### src/rtl/accum_diff_decoder.sv
// Purpose : recovers Data samples from an accumulator's running-sum stream by
//           differencing consecutive sums modulo 2^WIDTH.
// Latency : one cycle from an accepted sum to DataValid with its difference.
// Backpr. : SumReady comes from the 2-entry output FIFO's registered occupancy
//           only, so it never follows DataReady combinationally.
//
// Ports:
//   Clock, Reset        rising-edge clock, synchronous active-high reset
//   Sync                upstream accumulator cleared; next accept decodes vs 0
//   SumIn/SumValid/SumReady      running-sum input link
//   DataOut/FirstOut/DataValid/DataReady  decoded sample output link (FIFO head)
//   SampleCount         saturating count of accepted sums since reset

// Two-entry FIFO used as the decoder's output buffer.
// Latency: a push is visible at the head on the next cycle when the FIFO is empty.
// Backpressure: push_rdy depends only on the registered occupancy.
module accum_diff_fifo #(
  parameter int DW = 5
) (
  input  logic          clk,
  input  logic          rst,
  input  logic          push_vld,
  input  logic [DW-1:0] push_dat,
  output logic          push_rdy,
  output logic          pop_vld,
  output logic [DW-1:0] pop_dat,
  input  logic          pop_rdy
);

  logic [DW-1:0] mem [2];
  logic          wr_ptr;
  logic          rd_ptr;
  logic [1:0]    cnt;
  logic          push;
  logic          pop;

  assign push_rdy = (cnt < 2'd2);
  assign pop_vld  = (cnt != 2'd0);
  assign push     = push_vld & push_rdy;
  assign pop      = pop_vld & pop_rdy;

  // Head reads as zero while empty so the output is clean after reset.
  assign pop_dat  = pop_vld ? mem[rd_ptr] : '0;

  always_ff @(posedge clk) begin
    if (rst) begin
      mem[0] <= '0;
      mem[1] <= '0;
      wr_ptr <= 1'b0;
      rd_ptr <= 1'b0;
      cnt    <= 2'd0;
    end else begin
      if (push) begin
        mem[wr_ptr] <= push_dat;
        wr_ptr      <= ~wr_ptr;
      end
      if (pop) begin
        rd_ptr <= ~rd_ptr;
      end
      cnt <= cnt + 2'(push) - 2'(pop);
    end
  end

endmodule

module accum_diff_decoder #(
  parameter int WIDTH     = 4,
  parameter int CNT_WIDTH = 8
) (
  input  logic                 Clock,
  input  logic                 Reset,
  input  logic                 Sync,
  input  logic [WIDTH-1:0]     SumIn,
  input  logic                 SumValid,
  output logic                 SumReady,
  output logic [WIDTH-1:0]     DataOut,
  output logic                 FirstOut,
  output logic                 DataValid,
  input  logic                 DataReady,
  output logic [CNT_WIDTH-1:0] SampleCount
);

  typedef enum logic {
    ST_FIRST = 1'b0,
    ST_RUN   = 1'b1
  } state_t;

  state_t           state;
  logic [WIDTH-1:0] prev;
  logic             accept;
  logic             decode_first;
  logic [WIDTH-1:0] base;
  logic [WIDTH-1:0] diff;
  logic [WIDTH:0]   fifo_in;
  logic [WIDTH:0]   fifo_out;

  assign accept       = SumValid & SumReady;

  // A Sync coinciding with an accept restarts decoding on that very sum.
  assign decode_first = Sync | (state == ST_FIRST);
  assign base         = decode_first ? '0 : prev;

  // Wrap-around subtraction; the borrow is deliberately dropped.
  assign diff         = SumIn - base;
  assign fifo_in      = {diff, decode_first};

  always_ff @(posedge Clock) begin
    if (Reset) begin
      state <= ST_FIRST;
      prev  <= '0;
    end else if (accept) begin
      state <= ST_RUN;
      prev  <= SumIn;
    end else if (Sync) begin
      state <= ST_FIRST;
    end
  end

  always_ff @(posedge Clock) begin
    if (Reset) begin
      SampleCount <= '0;
    end else if (accept && (SampleCount != '1)) begin
      SampleCount <= SampleCount + 1'b1;
    end
  end

  accum_diff_fifo #(
    .DW (WIDTH + 1)
  ) u_out_fifo (
    .clk      (Clock),
    .rst      (Reset),
    .push_vld (SumValid),
    .push_dat (fifo_in),
    .push_rdy (SumReady),
    .pop_vld  (DataValid),
    .pop_dat  (fifo_out),
    .pop_rdy  (DataReady)
  );

  assign DataOut  = fifo_out[WIDTH:1];
  assign FirstOut = fifo_out[0];

endmodule

### config.mk
export PLATFORM = sky130hd
export DESIGN_NAME = accum_diff_decoder
export DESIGN_NICKNAME = d
export VERILOG_FILES = /design/src/rtl/accum_diff_decoder.sv
export SDC_FILE = /design/constraint.sdc
export NUM_CORES = 1
export LEC_CHECK = 0
export CORE_MARGIN = 4
export CORE_UTILIZATION = 27
export CTS_CLUSTER_SIZE = 30
export DETAILED_ROUTE_END_ITERATION = 10
export HOLD_SLACK_MARGIN = 0.05
export PLACE_DENSITY = 0.49
export SYNTH_ARGS = -nofsm -noshare
export SYNTH_HDL_FRONTEND = slang
export SYNTH_HIERARCHICAL = 1
export SYNTH_SLANG_ARGS = --single-unit
### constraint.sdc
create_clock -name Clock -period 1.85 [get_ports Clock]
set_input_delay 0.2775 -clock Clock [delete_from_list [all_inputs] [get_ports Clock]]
set_output_delay 0.2775 -clock Clock [all_outputs]
set_load 0.05 [all_outputs]
==> results of run 1 <==
[cell type report]
cell class,instances,share of cell area (%)
clock buffer,3,2.183
clock inverter,1,0.1984
inverter,9,1.786
tap,70,4.630
multi-input combinational,114,38.29
timing repair buffer,32,17.99
sequential,28,34.92
[final timing paths]
kind         cells past startpoint  slack, ps                                 end                 start
max reg2reg                      8        110  u_out_fifo/mem[1][3]$_SDFFCE_PN0P_    state$_SDFFE_PP0P_
min reg2reg                      2        460                prev[2]$_SDFFE_PP0P_  prev[2]$_SDFFE_PP0P_
max                              9         20  u_out_fifo/mem[1][3]$_SDFFCE_PN0P_                  Sync
min                              2        460                prev[2]$_SDFFE_PP0P_  prev[2]$_SDFFE_PP0P_
[state kept, by name, indices dropped and copies added, names as in the netlist, named ones only]
signal             cells
u_out_fifo/mem        10
u_out_fifo/wr_ptr      1
SampleCount            8
state                  1
prev                   4
u_out_fifo/rd_ptr      1
u_out_fifo/cnt         2
[stage by stage]
step                hold WS [ps]  util [%]  total power, uW  setup WS [ps]  cell area [um^2]
floorplan                  346.6         -             1140          138.5              1431
global placement           448.3     35.84             1384         -216.7              1831
detailed placement         448.2     35.84             1393         -293.4              1831
CTS                        462.6     36.72             1730          1.551              1876
global route               482.2     37.04             1810         -72.84              1892
finish                     460.6     37.04             1706          24.90              1892
[worst max-delay path: cells and delay by family]
family / cells / cell delay [ps]
xor+xnor: 1 / 150
buf+inv: 2 / 480
simple gates: 4 / 460
fa+ha+maj: 2 / 500
[per-layer routing]
layer	part of all wire [%]	wire, um	GRT usage, %	vias up
li1	-	-	-	599
met1	45	1353	11.51	552
met2	50	1504	17.73	20
met3	4.1	122	2.661	2
met4	0.73	22	2.027	0
met5	0	0	0	-
[what timing repair did]
| item | 4_1_cts | 5_1_grt |
|---|---|---|
| gates resized for setup | 0 | 5 |
| setup endpoints to repair | 0 | 7 |
| hold endpoints to repair | 0 | 0 |
[cells in the mapped netlist]
| master | number |
|---|---|
| nor2_1 | 22 |
| and2b_1 | 1 |
| xor2_1 | 4 |
| nand4_1 | 1 |
| a31oi_1 | 1 |
| fa_1 | 1 |
| buf_6 | 1 |
| nor4bb_1 | 1 |
| clkbuf_2 | 1 |
| nand2b_1 | 3 |
| nor3_1 | 10 |
| o21ai_0 | 4 |
| buf_2 | 2 |
| nand4_4 | 1 |
| nand3_1 | 5 |
| and2_2 | 1 |
| o21a_1 | 1 |
| and3_1 | 4 |
| nor4_1 | 1 |
| a21oi_1 | 10 |
| a21o_1 | 2 |
| edfxtp_1 | 10 |
| nor2b_1 | 2 |
| and2_1 | 1 |
| o2111a_1 | 1 |
| nand2_1 | 19 |
| and2b_2 | 1 |
| nor3_2 | 2 |
| inv_1 | 9 |
| nor4bb_2 | 1 |
| dfxtp_1 | 18 |
| o21ai_2 | 1 |
| mux2i_1 | 7 |
| ha_1 | 5 |
| xnor2_1 | 1 |
[power by group through the flow]
stage / logic, uW / clock network [uW] / registers (uW)
after floorplan: 358 / 0 / 782
after global placement: 606 / 0 / 778
after detailed placement: 613 / 0 / 780
after CTS: 616 / 348 / 766
after global routing: 656 / 376 / 778
final: 610 / 331 / 765
[logic make-up (layout without fill, tap and decap cells)]
family          count (synthesis)  after routing  synth area share [%]
simple gates                   76             76                 27.62
fa+ha+maj                       6              6                 5.769
compound gates                 20             20                 8.305
buf+inv                        13             45                 4.195
xor+xnor                        5              5                 3.059
flops                          28             28                 46.15
mux                             7              7                 4.895
==> results.py, run 1 <==
metrics = {
    "clock_network": {
        "hold_buffers": 0,
        "cts-root-buf": "clkbuf_8",
        "post_cts_buffers": 0,
        "clk_latency_ps": 270,
        "cts_tree": "yes",
        "htreeDepth": 1,
        "numCtsBuffers": 3,
        "clk_pin_slew_worst_paths_ps": 90,
        "cts_buffer_depth": 2,
        "cts_sinks": 28,
    },
    "cells_and_area": {
        "multi_input_area_um2": 724.4,
        "num_antenna_cells": 0,
        "fin_nets": 203,
        "fill_cells": 535,
        "final_common_cell": "nor2_1",
        "register_area_um2": 660.6,
        "final_cell_mix": "22 x nor2_1, 19 x nand2_1, 18 x dfxtp_1",
        "final_cells": 257,
        "area_growth_pct": 32.17,
        "layout-drive-gt1-share_pct": 19.79,
    },
    "timing": {
        "fmax_mhz": 547.9,
        "tns_ps": 0,
        "finalSetupViolations": 0,
        "rsz0062_at_grt": "true",
        "tightest_slew_ps": 512.1,
        "finalMaxSlewViolations": 0,
        "min_period_ps": 1825,
        "finalHoldViolCount": 0,
        "relSlewSlack_pct": 65.81,
        "fin_crit_sh_pct": 98.65,
        "fin_skew_ps": 1.342,
    },
    "logic_synthesis": {
        "synth.avg_cell_area_um2": 9.235,
        "ys_types": 35,
        "ys_warn_count": 6,
        "synthTopCellsByArea": "dfxtp_1 25%, edfxtp_1 21%, nor2_1 5.8%",
        "synth_area_mm2": 0.001431,
        "yosysTopAreaCell": "dfxtp_1",
        "synth-seq-area-share_pct": 46.15,
        "ys_seq_elements": 28,
        "syn_nets": 170,
        "synth_cells": 155,
        "synth_top_area_share_pct": 25.17,
    },
    "worst_setup_path": {
        "crit_type": "primary input to register",
        "path_max_fanout": 3,
        "cp-end-kind": "register",
        "crit_chain": "clkdlybuf4s50_1 -> nor2b_2 -> and2_4 -> ha_1 -> inv_1 -> fa_1 -> xor2_1 -> nand2_1 -> nor2_1",
        "critPathSlowestCell": "clkdlybuf4s50_1",
        "slowest_delay_ps": 420,
        "arrival_ps": 1850,
        "worstSetupStartpointType": "primary input",
        "required_ps": 1880,
    },
    "routing": {
        "drc": 0,
        "vias": 1173,
        "dr.pass1.iters": 4,
        "wl_per_cell_um": 11.68,
        "wl_um": 3002,
        "antenna_left": 0,
        "vias_per_cell": 4.564,
        "drtIter0Drc": 69,
    },
    "pwr": {
        "power_switching_uw": 582.0,
        "p_sw_share_pct": 34.12,
        "ir_drop_mv": 0.4975,
        "pwr-share-clk_pct": 19.4,
        "leakage_uw": 0.0007668,
        "cellPowerDensity_mw_per_mm2": 901.8,
        "seqPwrFrac_pct": 44.8,
        "combPwrFrac_pct": 35.8,
        "intPower_uw": 1124,
    },
    "global_routing": {
        "grt_first_pass_wirelength_um": 5099,
        "antenna_found_initial": 0,
        "grt_pass1_vias": 1137,
        "grtUsageTotal_pct": 9.788,
        "grt_start_max_net_pins": 18,
        "gr-total-overflow": 0,
    },
    "floorplan": {
        "design.core.area_mm2": 0.005107,
        "rows": 26,
        "start_util_pct": 28.03,
        "die_area_mm2": 0.006530,
        "pin_count": 24,
        "die_h_um": 80.81,
        "die_x_um": 80.81,
    },
    "placed_design": {
        "place_inst": 253,
        "dp_hpwl_um": 2296,
        "portBuffers": 23,
        "gp_congestion": 0.7841,
    },
    "worst_hold_path": {
        "hold_path.class": "register to register",
    },
    "status": {
        "status": "finished clean",
    },
    "flow_run": {
        "drv_cap": 0,
    },
}
(Power assumes the default switching activity.)
==> inputs of run 2 (changes only) <==
--- a/config.mk
+++ b/config.mk
@@ -5,13 +5,11 @@
 export SDC_FILE = /design/constraint.sdc
 export NUM_CORES = 1
 export LEC_CHECK = 0
-export CORE_MARGIN = 4
+export CORE_MARGIN = 5
 export CORE_UTILIZATION = 27
 export CTS_CLUSTER_SIZE = 30
 export DETAILED_ROUTE_END_ITERATION = 10
 export HOLD_SLACK_MARGIN = 0.05
-export PLACE_DENSITY = 0.49
 export SYNTH_ARGS = -nofsm -noshare
 export SYNTH_HDL_FRONTEND = slang
-export SYNTH_HIERARCHICAL = 1
 export SYNTH_SLANG_ARGS = --single-unit
==> results.py, run 2 <==
metrics = {
    "pwr": {
        "ir_drop_mv": 0.6059,
        "power_switching_uw": 811.7,
        "p_sw_share_pct": 37.20,
        "intPower_uw": 1370,
        "pwr-share-clk_pct": 17.4,
        "combPwrFrac_pct": 45.7,
        "cellPowerDensity_mw_per_mm2": 1150,
        "leakage_uw": 0.0008074,
        "seqPwrFrac_pct": 36.9,
    },
    "logic_synthesis": {
        "yosysTopAreaCell": "dfxtp_1",
        "ys_warn_count": 0,
        "synth_common_cells": "24 x nor2_1, 18 x dfxtp_1, 10 x edfxtp_1, 10 x nand2_1, 9 x inv_1",
        "synth.most_common_cell": "nor2_1",
        "synth_top_area_share_pct": 25.24,
        "synth_edf_count": 10,
        "synthTopCellsByArea": "dfxtp_1 25%, edfxtp_1 21%, nor2_1 6.3%",
        "synth_area_mm2": 0.001428,
        "ys_types": 35,
        "syn_nets": 164,
        "synth_cells": 148,
        "ys_seq_elements": 28,
        "synth.avg_cell_area_um2": 9.646,
        "async_reset_ff_share_pct": 0,
        "synth-seq-area-share_pct": 46.28,
        "ys.flop_type": "dfxtp_1",
    },
    "floorplan": {
        "start_util_pct": 27.95,
        "rows": 26,
        "die_x_um": 82.72,
        "design.core.area_mm2": 0.005107,
        "die_area_mm2": 0.006842,
        "die_h_um": 82.72,
        "pin_count": 24,
    },
    "timing": {
        "relSlewSlack_pct": 67.41,
        "rsz0062_at_grt": "false",
        "finalMaxSlewViolations": 0,
        "finalHoldViolCount": 0,
        "tns_ps": 0,
        "fin_skew_ps": 2.285,
        "min_period_ps": 1761,
        "timing.hold.ws_ps": 460.9,
        "fmax_mhz": 567.8,
        "worst_slack_ps": 88.91,
        "tightest_slew_ps": 487.3,
        "finalSetupViolations": 0,
        "fin_crit_sh_pct": 95.19,
    },
    "cells_and_area": {
        "fin_nets": 198,
        "fin_util_pct": 37.14,
        "final_cell_mix": "24 x nor2_1, 21 x buf_4, 18 x dfxtp_1",
        "reg.largest.list": "u_out_fifo.mem x10, SampleCount x8, prev x4",
        "final_common_cell": "nor2_1",
        "largest_reg_flops": 10,
        "design_area_mm2": 0.001897,
        "area_growth_pct": 32.87,
        "largest-register": "u_out_fifo.mem",
        "layout-drive-gt1-share_pct": 19.34,
        "num_antenna_cells": 0,
    },
    "clock_network": {
        "cts_sinks": 28,
        "cts-root-buf": "clkbuf_8",
        "clk_pin_slew_worst_paths_ps": 90,
        "cts-resized-gates": 0,
        "cts_tree": "yes",
        "clk_latency_ps": 270,
        "htreeDepth": 1,
        "cts_buffer_depth": 2,
        "post_cts_buffers": 0,
        "numCtsBuffers": 3,
        "hold_buffers": 0,
    },
    "placed_design": {
        "gp_congestion": 0.8006,
        "dp_hpwl_um": 2120,
        "dpl_cell_area_mm2": 0.001836,
        "post-place-ws_ps": -262.2,
        "portBuffers": 23,
    },
    "routing": {
        "dr.pass1.iters": 4,
        "wl_per_cell_um": 11.07,
        "vias": 1063,
        "drtIter0Drc": 41,
        "drc": 0,
        "wl_um": 2779,
        "vias_per_cell": 4.235,
        "antenna_left": 0,
    },
    "worst_setup_path": {
        "crit_type": "register to primary output",
        "crit_chain": "clkdlybuf4s50_1",
        "arrival_ps": 1480,
        "slowest_delay_ps": 820,
        "crit_buf_inv": 1,
        "critPathSlowestCell": "clkdlybuf4s50_1",
        "path_max_fanout": 5,
        "cp-end-kind": "primary output",
        "rrSetupSlack_ps": 170,
        "worstSetupStartpointType": "register",
        "required_ps": 1570,
        "path_delay_family": "buffers and inverters",
    },
    "global_routing": {
        "antenna_found_initial": 0,
        "grtUsageTotal_pct": 9.138,
        "grt_first_pass_wirelength_um": 4733,
        "grt_start_max_net_pins": 25,
        "grt_pass1_vias": 1036,
        "gr-total-overflow": 0,
    },
    "worst_hold_path": {
        "hold_path.class": "register to register",
    },
    "flow_run": {
        "drv_cap": 0,
    },
    "status": {
        "status": "finished clean",
    },
}
[run 2: cell types whose count changed after synthesis, sizes merged, moves of 4 or more]
cell | previous run | this run
nor3 | 12 | 2
nand2 | 19 | 10
nand3b | 0 | 4
nor2b | 2 | 6
o21ai | 5 | 1
[run 2: power by group through the flow]
| stage | clock [uW] | sequential [uW] | combinational [uW] |
|---|---|---|---|
| floorplan | 0 | 841 | 601 |
| global placement | 0 | 822 | 997 |
| detailed placement | 0 | 823 | 1010 |
| CTS | 400 | 808 | 1010 |
| global route | 423 | 822 | 1100 |
| finish | 379 | 806 | 997 |
[run 2: metal layers]
layer  vias to the layer above  part of all wire [%]  track usage, %
met1                       470                    45           11.01
li1                        578                     -               -
met2                        13                    50           15.14
met5                         -                     0               0
met3                         2                   3.9           2.278
met4                         0                  0.83           4.412
[run 2: cell families after synthesis]
family / count (synthesis) / share of synthesized area, %
fa+ha+maj: 7 / 6.661
flops: 28 / 46.28
compound gates: 18 / 8.063
buf+inv: 16 / 4.557
simple gates: 62 / 22.79
xor+xnor: 6 / 3.681
mux: 11 / 7.976
[run 2: final cells by class]
type / count / area, um^2
Multi-Input combinational cell: 104 / 708.2
Fill cell: 517 / 3211
Timing Repair Buffer: 35 / 347.8
Tap cell: 70 / 87.58
Clock buffer: 4 / 55.05
Inverter: 10 / 37.54
Sequential cell: 28 / 660.6
[run 2: path summary, 6_finish.rpt]
| kind | endpoint | from | depth (start not counted) |
|---|---|---|---|
| worst min register to register | prev[2]$_SDFFE_PP0N_ | prev[2]$_SDFFE_PP0N_ | 2 |
| worst min-delay path | prev[2]$_SDFFE_PP0N_ | prev[2]$_SDFFE_PP0N_ | 2 |
| worst max register to register | u_out_fifo.mem[1][3]$_SDFFCE_PN0P_ | state$_SDFFE_PP0P_ | 6 |
| worst max-delay path | SampleCount[3] | SampleCount[3]$_SDFFE_PP0P_ | 1 |
[run 2: through the flow]
| stage | power, uW | instances |
|---|---|---|
| final | 2182 | 251 |
| after global routing | 2341 | 251 |
| after CTS | 2220 | 251 |
| after detailed placement | 1831 | 247 |
| after global placement | 1819 | 247 |
| after floorplan | 1442 | 148 |
==> inputs of run 3 (changes only) <==
--- a/config.mk
+++ b/config.mk
@@ -5,7 +5,7 @@
 export SDC_FILE = /design/constraint.sdc
 export NUM_CORES = 1
 export LEC_CHECK = 0
-export CORE_MARGIN = 5
+export CORE_MARGIN = 1
 export CORE_UTILIZATION = 27
 export CTS_CLUSTER_SIZE = 30
 export DETAILED_ROUTE_END_ITERATION = 10
==> results.py, run 3 (synthesis gave the netlist of run 2 again) <==
metrics = {
    "timing": {
        "fmax_mhz": 568.2,
        "relSlewSlack_pct": 66.87,
        "finalSetupViolations": 0,
        "finalHoldViolCount": 0,
        "tns_ps": 0,
        "finalMaxSlewViolations": 0,
        "tightest_slew_ps": 496.2,
        "fin_crit_sh_pct": 95.13,
        "fin_skew_ps": 6.182,
        "min_period_ps": 1760,
        "worst_slack_ps": 90.14,
    },
    "cells_and_area": {
        "final_cell_mix": "24 x nor2_1, 18 x dfxtp_1, 17 x buf_4",
        "layout-drive-gt1-share_pct": 17.98,
        "area_growth_pct": 31.64,
        "num_antenna_cells": 0,
        "fill_cells": 524,
        "final_common_cell": "nor2_1",
        "fin_nets": 195,
        "reg.largest.list": "u_out_fifo.mem x10, SampleCount x8, prev x4",
        "largest_reg_flops": 10,
        "largest-register": "u_out_fifo.mem",
        "design_area_mm2": 0.001879,
    },
    "worst_setup_path": {
        "path_max_fanout": 5,
        "cp-end-kind": "primary output",
        "critical_path_depth": 1,
        "critPathSlowestCell": "clkdlybuf4s50_1",
        "required_ps": 1570,
        "crit_buf_inv": 1,
        "arrival_ps": 1480,
        "r2r-start": "state$_SDFFE_PP0P_",
        "crit_chain": "clkdlybuf4s50_1",
        "crit_start": "SampleCount[3]$_SDFFE_PP0P_",
        "path_delay_family": "buffers and inverters",
        "slowest_delay_ps": 820,
        "worstSetupStartpointType": "register",
        "worstRegToRegCells": 6,
        "crit_type": "register to primary output",
    },
    "pwr": {
        "p_sw_share_pct": 38.31,
        "pwr-share-clk_pct": 16.2,
        "power_switching_uw": 817.3,
        "combPwrFrac_pct": 45.1,
        "intPower_uw": 1316,
        "cellPowerDensity_mw_per_mm2": 1135,
        "seqPwrFrac_pct": 38.7,
        "ir_drop_mv": 0.4165,
        "leakage_uw": 0.0007881,
    },
    "clock_network": {
        "clk_pin_slew_worst_paths_ps": 100,
        "numCtsBuffers": 3,
        "htreeDepth": 1,
        "cts_buffer_depth": 2,
        "cts_tree": "yes",
        "cts_sinks": 28,
        "cts-root-buf": "clkbuf_8",
        "clk_latency_ps": 280,
    },
    "global_routing": {
        "grt_first_pass_wirelength_um": 4616,
        "grt_pass1_vias": 1021,
        "antenna_found_initial": 0,
        "grt_start_max_net_pins": 25,
        "gr-total-overflow": 0,
        "grtUsageTotal_pct": 10.91,
    },
    "floorplan": {
        "die_h_um": 74.72,
        "design.core.area_mm2": 0.005107,
        "pin_count": 24,
        "die_area_mm2": 0.005582,
        "rows": 26,
        "start_util_pct": 27.95,
        "die_x_um": 74.72,
    },
    "status": {
        "status": "finished clean",
    },
    "routing": {
        "antenna_left": 0,
        "drc": 0,
        "vias_per_cell": 4.399,
        "wl_um": 2769,
        "dr.pass1.iters": 4,
        "vias": 1091,
        "wl_per_cell_um": 11.17,
        "drtIter0Drc": 78,
    },
    "placed_design": {
        "portBuffers": 23,
        "post-place-ws_ps": -355.3,
        "dpl_cell_area_mm2": 0.001815,
        "dp_hpwl_um": 2125,
        "gp_congestion": 0.7904,
    },
    "worst_hold_path": {
        "worstHoldStart": "prev[0]$_SDFFE_PP0N_",
        "holdPathStages": 2,
        "hold_path.class": "register to register",
    },
    "flow_run": {
        "drv_cap": 0,
    },
}
==> run 3: cell count changes in the layout (fill, tap and decap cells not counted), sizes merged <==
| cell | change |
|---|---|
| dlymetal6s2s | +1 |
| buf | -4 |
==> run 3: path summary, 6_finish.rpt <==
kind                                                           end  slack (ps)
worst max register to register  u_out_fifo.mem[1][3]$_SDFFCE_PN0P_         150
worst min register to register                prev[0]$_SDFFE_PP0N_         450
worst max-delay path                                SampleCount[3]          90
worst min-delay path                          prev[0]$_SDFFE_PP0N_         450
==> run 3: worst register-to-register path: stages, from the launching register on <==
cell,delay (ps)
dfxtp_1,320
nor2b_2,180
and2_1,160
ha_1,210
fa_2,360
xor2_2,170
nor2_1,50
==> run 3: routing by layer <==
layer	wire length, um	global-route usage (%)	up-vias
li1	-	-	571
met1	1284	12.92	501
met2	1368	19.22	15
met3	79	2.276	4
met4	36	4.403	0
met5	0	0	-
==> run 3: power groups by stage <==
stage	logic (uW)	registers, uW	clock network (uW)
6_report	962	825	346
5_1_grt	1050	837	377
4_1_cts	973	826	352
3_3_place_gp	954	839	0
3_5_place_dp	970	842	0
2_1_floorplan	601	841	0
==> run 3: per-stage QoR <==
step / total power, uW / std cells / hold slack (ps) / util (%)
3_5_place_dp: 1811 / 244 / 446.2 / 35.55
2_1_floorplan: 1442 / 148 / 413.5 / -
3_3_place_gp: 1793 / 244 / 443.6 / 35.55
4_1_cts: 2151 / 248 / 459.8 / 36.48
5_1_grt: 2266 / 248 / 488.4 / 36.80
6_report: 2134 / 248 / 454.9 / 36.80
==> run 3: final cells by class <==
class / count / area, um^2 / area share (%)
multi-input cells: 104 / 718.2 / 38.22
flip-flops and latches: 28 / 660.6 / 35.15
repair buffers: 32 / 330.3 / 17.58
well taps: 70 / 87.58 / 4.660
clock buffers: 4 / 45.04 / 2.397
inverters: 10 / 37.54 / 1.997
==> run 3: timing repair <==
item | 4_1_cts | 5_1_grt
gates resized for setup | 1 | 4
buffers inserted | 0 | 0
hold buffers | 0 | 0
pin swaps | 0 | 1
setup endpoints to repair | 2 | 5
